--- src/rtl/sram2rw_fifo_ctrl_if.sv ---
// Producer/consumer stream bundle for sram2rw_fifo_ctrl.
// A word moves on a side only in a cycle where valid & ready are both high at the clock edge;
// valid must not depend on ready, and data is held stable while valid is high and ready is low.
interface sram2rw_fifo_ctrl_if #(
  parameter int DW = 4
);
  logic          in_valid;
  logic          in_ready;
  logic [DW-1:0] in_data;
  logic          out_valid;
  logic          out_ready;
  logic [DW-1:0] out_data;

  modport master (
    output in_valid, in_data, out_ready,
    input  in_ready, out_valid, out_data
  );

  modport slave (
    input  in_valid, in_data, out_ready,
    output in_ready, out_valid, out_data
  );
endinterface

--- src/rtl/sram2rw_fifo_ctrl.sv ---
// FIFO controller for the two-port 128x4 SRAM macro: port 1 writes, port 2 reads, and a
// 2-entry output buffer hides the macro's one-cycle registered read latency.
module sram2rw_fifo_ctrl #(
  parameter int AW    = 7,
  parameter int DEPTH = 128,
  parameter int DW    = 4
) (
  input  logic                 CE,
  input  logic                 RSTB,
  sram2rw_fifo_ctrl_if.slave   strm,
  output logic [AW:0]          level,
  output logic [AW-1:0]        A1,
  output logic [DW-1:0]        I1,
  output logic                 CSB1,
  output logic                 WEB1,
  output logic                 OEB1,
  output logic [AW-1:0]        A2,
  output logic                 CSB2,
  output logic                 OEB2,
  output logic                 WEB2,
  input  logic [DW-1:0]        O2
);

  localparam logic [AW:0] FULL = (AW+1)'(DEPTH);

  logic [AW-1:0] wptr;
  logic [AW-1:0] rptr;
  logic [AW:0]   scnt;
  logic          infl;
  logic [1:0]    ob;
  logic [DW-1:0] obuf [2];
  logic          ob_rd;
  logic          ob_wr;

  logic          push;
  logic          pop;
  logic          issue;
  logic [2:0]    occ_after;

  // Full/empty look only at committed SRAM words, so the obuf never stalls the write side.
  assign strm.in_ready  = (scnt != FULL);
  assign strm.out_valid = (ob != 2'd0);
  assign strm.out_data  = obuf[ob_rd];

  assign push = strm.in_valid & strm.in_ready & RSTB;
  assign pop  = strm.out_valid & strm.out_ready;

  // Buffer occupancy after this edge ignoring a new issue; issue only if a slot stays free.
  assign occ_after = {1'b0, ob} + {2'b00, infl} - {2'b00, pop};
  assign issue     = (scnt != '0) && (occ_after < 3'd2) && RSTB;

  assign level = scnt + (AW+1)'(infl) + (AW+1)'(ob);

  assign A1   = wptr;
  assign I1   = strm.in_data;
  assign CSB1 = ~push;
  assign WEB1 = ~push;
  assign OEB1 = 1'b1;

  assign A2   = rptr;
  assign CSB2 = ~issue;
  assign OEB2 = ~issue;
  assign WEB2 = 1'b1;

  always_ff @(posedge CE or negedge RSTB) begin
    if (!RSTB) begin
      wptr    <= '0;
      rptr    <= '0;
      scnt    <= '0;
      infl    <= 1'b0;
      ob      <= 2'd0;
      ob_rd   <= 1'b0;
      ob_wr   <= 1'b0;
      obuf[0] <= '0;
      obuf[1] <= '0;
    end else begin
      if (push)
        wptr <= wptr + 1'b1;
      if (issue)
        rptr <= rptr + 1'b1;
      infl <= issue;
      scnt <= scnt + (AW+1)'(push) - (AW+1)'(issue);
      // O2 is valid exactly one cycle after the issue, so capture on infl.
      if (infl) begin
        obuf[ob_wr] <= O2;
        ob_wr       <= ~ob_wr;
      end
      if (pop)
        ob_rd <= ~ob_rd;
      ob <= ob + {1'b0, infl} - {1'b0, pop};
    end
  end

endmodule

--- src/flat_wrapper.sv ---
// flat-port wrapper written by rule: the top's interface ports become plain ports
module sram2rw_fifo_ctrl_flat 
#(
  parameter int AW    = 7,
  parameter int DEPTH = 128,
  parameter int DW    = 4
)
  (CE, RSTB, level, A1, I1, CSB1, WEB1, OEB1, A2, CSB2, OEB2, WEB2, O2, strm_in_valid, strm_in_data, strm_out_ready, strm_in_ready, strm_out_valid, strm_out_data);
  sram2rw_fifo_ctrl_if #(.DW(DW)) strm_i ();
  input  logic CE;
  input  logic RSTB;
  output logic [AW:0] level;
  output logic [AW-1:0] A1;
  output logic [DW-1:0] I1;
  output logic CSB1;
  output logic WEB1;
  output logic OEB1;
  output logic [AW-1:0] A2;
  output logic CSB2;
  output logic OEB2;
  output logic WEB2;
  input  logic [DW-1:0] O2;
  input wire logic [$bits(strm_i.in_valid)-1:0] strm_in_valid;
  input wire logic [$bits(strm_i.in_data)-1:0] strm_in_data;
  input wire logic [$bits(strm_i.out_ready)-1:0] strm_out_ready;
  output wire logic [$bits(strm_i.in_ready)-1:0] strm_in_ready;
  output wire logic [$bits(strm_i.out_valid)-1:0] strm_out_valid;
  output wire logic [$bits(strm_i.out_data)-1:0] strm_out_data;
  assign strm_i.in_valid = strm_in_valid;
  assign strm_i.in_data = strm_in_data;
  assign strm_i.out_ready = strm_out_ready;
  assign strm_in_ready = strm_i.in_ready;
  assign strm_out_valid = strm_i.out_valid;
  assign strm_out_data = strm_i.out_data;
  sram2rw_fifo_ctrl #(.AW(AW), .DEPTH(DEPTH), .DW(DW)) u_core (.CE(CE), .RSTB(RSTB), .strm(strm_i), .level(level), .A1(A1), .I1(I1), .CSB1(CSB1), .WEB1(WEB1), .OEB1(OEB1), .A2(A2), .CSB2(CSB2), .OEB2(OEB2), .WEB2(WEB2), .O2(O2));
endmodule
--- config.mk ---
export PLATFORM = sky130hd
export DESIGN_NAME = sram2rw_fifo_ctrl_flat
export DESIGN_NICKNAME = d
export VERILOG_FILES = /design/src/rtl/sram2rw_fifo_ctrl_if.sv /design/src/rtl/sram2rw_fifo_ctrl.sv /design/src/flat_wrapper.sv
export SDC_FILE = /design/constraint.sdc
export NUM_CORES = 1
export LEC_CHECK = 0
export CORE_MARGIN = 2
export CORE_UTILIZATION = 53
export CTS_CLUSTER_DIAMETER = 200
export CTS_CLUSTER_SIZE = 14
export DETAILED_ROUTE_END_ITERATION = 12
export GPL_ROUTABILITY_DRIVEN = 0
export GPL_TIMING_DRIVEN = 0
export PLACE_DENSITY = 0.81
export SETUP_SLACK_MARGIN = 0.2
export SLEW_MARGIN = 0
export SYNTH_ARGS = -nofsm -noshare
export SYNTH_HDL_FRONTEND = slang
export SYNTH_SLANG_ARGS = --single-unit
--- constraint.sdc ---
create_clock -name CE -period 8.2 [get_ports CE]
set_clock_uncertainty 0.05 [all_clocks]
set_input_delay 1.64 -clock CE [delete_from_list [all_inputs] [get_ports CE]]
set_output_delay 1.64 -clock CE [all_outputs]
set_load 0.03 [all_outputs]
# After elaboration in Yosys (flattened, before gate mapping)
# Cells that the tools add are included.
# totals
output_inout_bits	38
register_bits	35
inputBits	12
# classes
magnitude_cmp	4
n_mux	6
addsub	10
n_bitwise	9
reduce_logical	5
n_eq_ne	1
# ops
op	n
adder 8 x 1 -> 8 bit	2
two-way mux 4 bit	4
adder 7 x 1 -> 7 bit (second input constant)	2
adder 8 x 2 -> 8 bit	1
bitwise mux 8 bit	1
inequality test 8 bit (second input constant)	1
nonzero test 8 bit	1
subtractor 8 x 1 -> 8 bit	1
demux 4 bit (select 1 bit)	1
greater-or-equal comparator 2 bit (second input constant)	2
NOT 1 bit	4
NOT 1 -> 2 bit	2
adder 2 x 1 -> 3 bit	1
bitwise AND 1 bit	3
logical AND 1 bit	3
less-than comparator 3 x 2 -> 1 bit (second input constant)	1
subtractor 3 x 1 -> 3 bit	1
adder 2 x 1 -> 2 bit	1
less-than comparator 2 x 1 -> 1 bit (second input constant)	1
nonzero test 2 bit	1
subtractor 2 x 1 -> 2 bit	1

# Depth between registers and ports, before layout
# logic_depth
ltp_word	7
ltp_mapped	20

# Worst setup path after synthesis
# No wires, ideal clock.
# synth_path
path_kind	in2out
startpoint	input strm_out_ready
endpoint	output OEB2
cell_stages	11
t_arrival_ns	3.645
slack_ns	2.865
path_buffers	1
required_ns	6.510
path_cell_list	and2_1 > ha_1 > inv_1 > ha_1 > inv_1 > fa_1 > xnor2_1 > nand3_1 > a21oi_2 > inv_1 > buf_4
# synth_via
elab_chain_cells	6
# synth_rtl
item	line	source
from (decl)	flat_wrapper.sv:25	input wire logic [$bits(strm_i.out_ready)-1:0] strm_out_ready;
bitwise AND 1 bit	sram2rw_fifo_ctrl.sv:46	assign pop = strm.out_valid & strm.out_ready;
subtractor 3 x 1 -> 3 bit	sram2rw_fifo_ctrl.sv:49	assign occ_after = {1'b0, ob} + {2'b00, infl} - {2'b00, pop};
less-than comparator 3 x 2 -> 1 bit	sram2rw_fifo_ctrl.sv:50	assign issue = (scnt != '0) && (occ_after < 3'd2) && RSTB;
logical AND 1 bit (2 in a row)	sram2rw_fifo_ctrl.sv:50	
via u_core.issue	sram2rw_fifo_ctrl.sv:37	logic issue;
NOT 1 bit	--	
to (decl)	flat_wrapper.sv:20	output logic OEB2;
# The timed path passes the listed nets, and every way through them passes these cells.

# Final worst setup path
# layout_path
startpoint	input strm_out_ready
endpoint	output OEB2
# layout_via
elab_chain_cells	6
# layout_rtl
item	line	source
bitwise AND 1 bit	sram2rw_fifo_ctrl.sv:46	
via u_core.pop	sram2rw_fifo_ctrl.sv:36	logic pop;
subtractor 3 x 1 -> 3 bit	sram2rw_fifo_ctrl.sv:49	
less-than comparator 3 x 2 -> 1 bit	sram2rw_fifo_ctrl.sv:50	
logical AND 1 bit (2 in a row)	sram2rw_fifo_ctrl.sv:50	
via u_core.issue	sram2rw_fifo_ctrl.sv:37	
NOT 1 bit	sram2rw_fifo_ctrl.sv:62	assign OEB2 = ~issue;
# The timed path passes the listed nets, and every way through them passes these cells.

==> run_results.csv <==
group,metric,value,unit
status,status,"complete, no violations",
critical_path,cp_num_buf_inv,6,
floorplanning,rows,22,
placed_design,place_hpwl,2750,microns
worst_hold_path,min_from,"u_core.A2[6]",
critical_path,timing.rr.end,"u_core.scnt[6]",
layout,multiInputGateArea,1010,sq um
sta,rsz0062_at_grt,"false",
critical_path,startpoint_type,"input port",
sta,tns,0,ns
layout,nFillCells,296,
global_routing,grt_pass1_wl,6270,microns
yosys,seq_area_frac_synth,0.429,
sta,fin_crit_sh,0.770,
yosys,synth_top_cell_by_area,"dfrtp_1",
critical_path,worst_r2r_startpoint,"u_core.ob[1]",
clock_tree,post-cts-setup-buffer-count,0,
yosys,synth-main-ff-cell,"dfrtp_1",
sta,max_freq,158,MHz
global_routing,grt_antenna_before_repair,0,
layout,regArea,876,sq um
clock_tree,clk_path_buf_depth,2,
critical_path,endpoint_kind,"output port",
critical_path,critPathMostFrequentCell,"inv_1",
layout,layout.cells.non_filler,281,
layout,antenna_cells,0,
routing,wl_per_cell,12.9,microns
yosys,synth_area_per_cell,11.3,sq um
clock_tree,cts.hold.buffers_added,0,
yosys,synth_top_cell_area_share,0.429,
floorplanning,start_util,0.554,
clock_tree,ctsHtreeMaxLevel,2,
placed_design,placed_area,2530,sq um
yosys,ys_types,29,
sta,setup_viol,0,
routing,drt.antenna.violating_nets,0,
critical_path,crit_family,"buffers and inverters",
critical_path,required,6.51,ns
yosys,ys_warn_count,0,
clock_tree,root_buffer,"clkbuf_8",
critical_path,path_class,"in2out",
routing,drc,0,
floorplanning,die_area,4370,sq um
layout,syn_to_final_growth,28.1,%
floorplanning,ios,50,
global_routing,track_usage,0.193,
critical_path,r2r_cells,20,
sta,relSlewSlack,0.466,
yosys,yosysMostFrequentCell,"dfrtp_1",
clock_tree,cts_tree,"done",
layout,fin_util,0.710,
global_routing,grt_pass1_vias,1393,
routing,vias,1405,
yosys,synth_edf_count,0,
floorplanning,chipWidth,66.1,microns
layout,fin_nets,269,
global_routing,grt_max_degree,38,
clock_tree,clk_latency,0.29,ns
yosys,ys_ff_latch,35,
clock_tree,ctsResizeCount,0,
layout,final_area,2620,sq um
global_routing,grt_overflow,0,
worst_hold_path,hold_end,"u_core.A2[6]",
sta,post-route-min-period,6.31,ns
clock_tree,path_clk_slew,0.07,ns
clock_tree,cts_buffers,5,
job,drv_cap,0,
critical_path,crit_slowest_cell,"clkdlybuf4s50_1",
worst_hold_path,worstHoldPathType,"reg2reg",
critical_path,critPathMaxFanout,10,
yosys,syn_area,2040,sq um
floorplanning,coreArea,3690,sq um
critical_path,slowest_delay,0.58,ns
placed_design,io_buffers,43,
worst_hold_path,hold_depth,1,
critical_path,worstPathArrival,4.62,ns
routing,drt_iter0_drc,51,
sta,report.final.slew_viol_count,0,
placed_design,dpl.cell_count,273,
layout,drive_above_1_share,0.150,
sta,hold_viol,0,
yosys,synthTopCellsByArea,"dfrtp_1 43%, ha_1 13%, xnor2_1 8.6%",
yosys,async_reset_ff_frac,1.00,
routing,viasPerCell,5.00,
sta,tightestPinTransition,0.801,ns
yosys,synth_commonest_cells,"35 x dfrtp_1, 25 x inv_1, 21 x ha_1",
yosys,netlist_instances,181,
routing,drt_wl_total,3610,microns
clock_tree,cts_sinks,35,
critical_path,ff2ff_setup_slack,3.70,ns
critical_path,cp_cell_sequence,"clkdlybuf4s50_1, and2_1, ha_1, inv_1, ha_1, inv_1, fa_1, xnor2_1, nand3_1, a21oi_2, inv_1, buf_4, clkdlybuf4s50_1",
floorplanning,die_h,66.1,microns
routing,drt_first_pass_iters,4,
[cells in the final DEF (no fill, tap or decap), types with 3 or more instances in the layout]
cell | synthesis | layout
inv_1 | 25 | 25
o21ai_0 | 3 | 3
xnor2_1 | 20 | 20
clkbuf_8 | 0 | 5
ha_1 | 21 | 21
nand4_1 | 6 | 6
nor2_1 | 5 | 5
a21oi_1 | 5 | 5
nand2_1 | 7 | 7
nand3_1 | 4 | 4
fa_1 | 4 | 4
mux2_2 | 13 | 13
dfrtp_1 | 35 | 35
clkdlybuf4s50_1 | 0 | 42
xor2_1 | 6 | 6
and3_1 | 3 | 3
buf_4 | 8 | 8
[cell type report]
type	instances	share of cell area
timing repair buffer	43	0.163
clock inverter	2	0.00478
sequential	35	0.335
inverter	25	0.0359
buffer	9	0.0272
multi-input combinational	113	0.384
clock buffer	6	0.0277
tap	48	0.0229
[worst max-delay path by stage]
stage / start / to / slack (ns) / cells after the start
after floorplan: strm_out_ready / OEB2 / 2.86 / 11
after global placement: RSTB / OEB2 / 1.65 / 6
after detailed placement: strm_out_ready / OEB2 / 1.87 / 13
after CTS: strm_out_ready / OEB2 / 1.85 / 13
after global routing: strm_out_ready / OEB2 / 1.67 / 13
final: strm_out_ready / OEB2 / 1.89 / 13
[state kept, by name (all words and copies together), names as in the netlist]
| signal | flops |
|---|---|
| u_core.A1 | 7 |
| u_core.obuf | 8 |
| u_core.ob_rd | 1 |
| u_core.ob_wr | 1 |
| u_core.infl | 1 |
| u_core.A2 | 7 |
| u_core.ob | 2 |
| u_core.scnt | 8 |
[cells by family (layout without fill, tap and decap cells)]
| group | after synthesis | in the layout | synth area share |
|---|---|---|---|
| flops | 35 | 35 | 0.429 |
| simple gates | 34 | 34 | 0.0937 |
| fa+ha+maj | 25 | 25 | 0.168 |
| compound gates | 12 | 12 | 0.0367 |
| buf+inv | 34 | 85 | 0.0808 |
| other cells | 1 | 2 | 0.00184 |
| mux | 14 | 14 | 0.0790 |
| xor+xnor | 26 | 26 | 0.111 |
[routing by layer]
metal / wire (microns) / share of wire / track usage / vias up
met5: 0 / 0 / 0 / -
met4: 85 / 0.024 / 0.110 / 0
met3: 189 / 0.052 / 0.0477 / 7
met2: 1730 / 0.48 / 0.300 / 39
met1: 1610 / 0.45 / 0.245 / 667
li1: - / - / - / 692
[through the flow]
step	hold slack, ns	setup WS (ns)
6_report	0.428	1.89
4_1_cts	0.427	1.85
2_1_floorplan	0.410	2.86
5_1_grt	0.439	1.67
3_5_place_dp	0.416	1.87
3_3_place_gp	0.410	1.65
[worst register-to-register path: stages, from the launching register on]
cell and delay, ns:
dfrtp_1 0.46, or2_2 0.33, and2_1 0.19, ha_1 0.29, inv_1 0.05, ha_1 0.12, inv_1 0.04, fa_1 0.38
xnor2_1 0.16, nand3_1 0.11, a21oi_2 0.43, ha_1 0.32, inv_1 0.06, ha_1 0.16, inv_1 0.05, fa_1 0.39
nand2b_1 0.16, a21oi_1 0.19, o21ai_0 0.12, or4b_1 0.17, o311ai_0 0.13
Power is not shown: default switching activity piles up to over one toggle a cycle in this logic, so the estimate is an artifact.
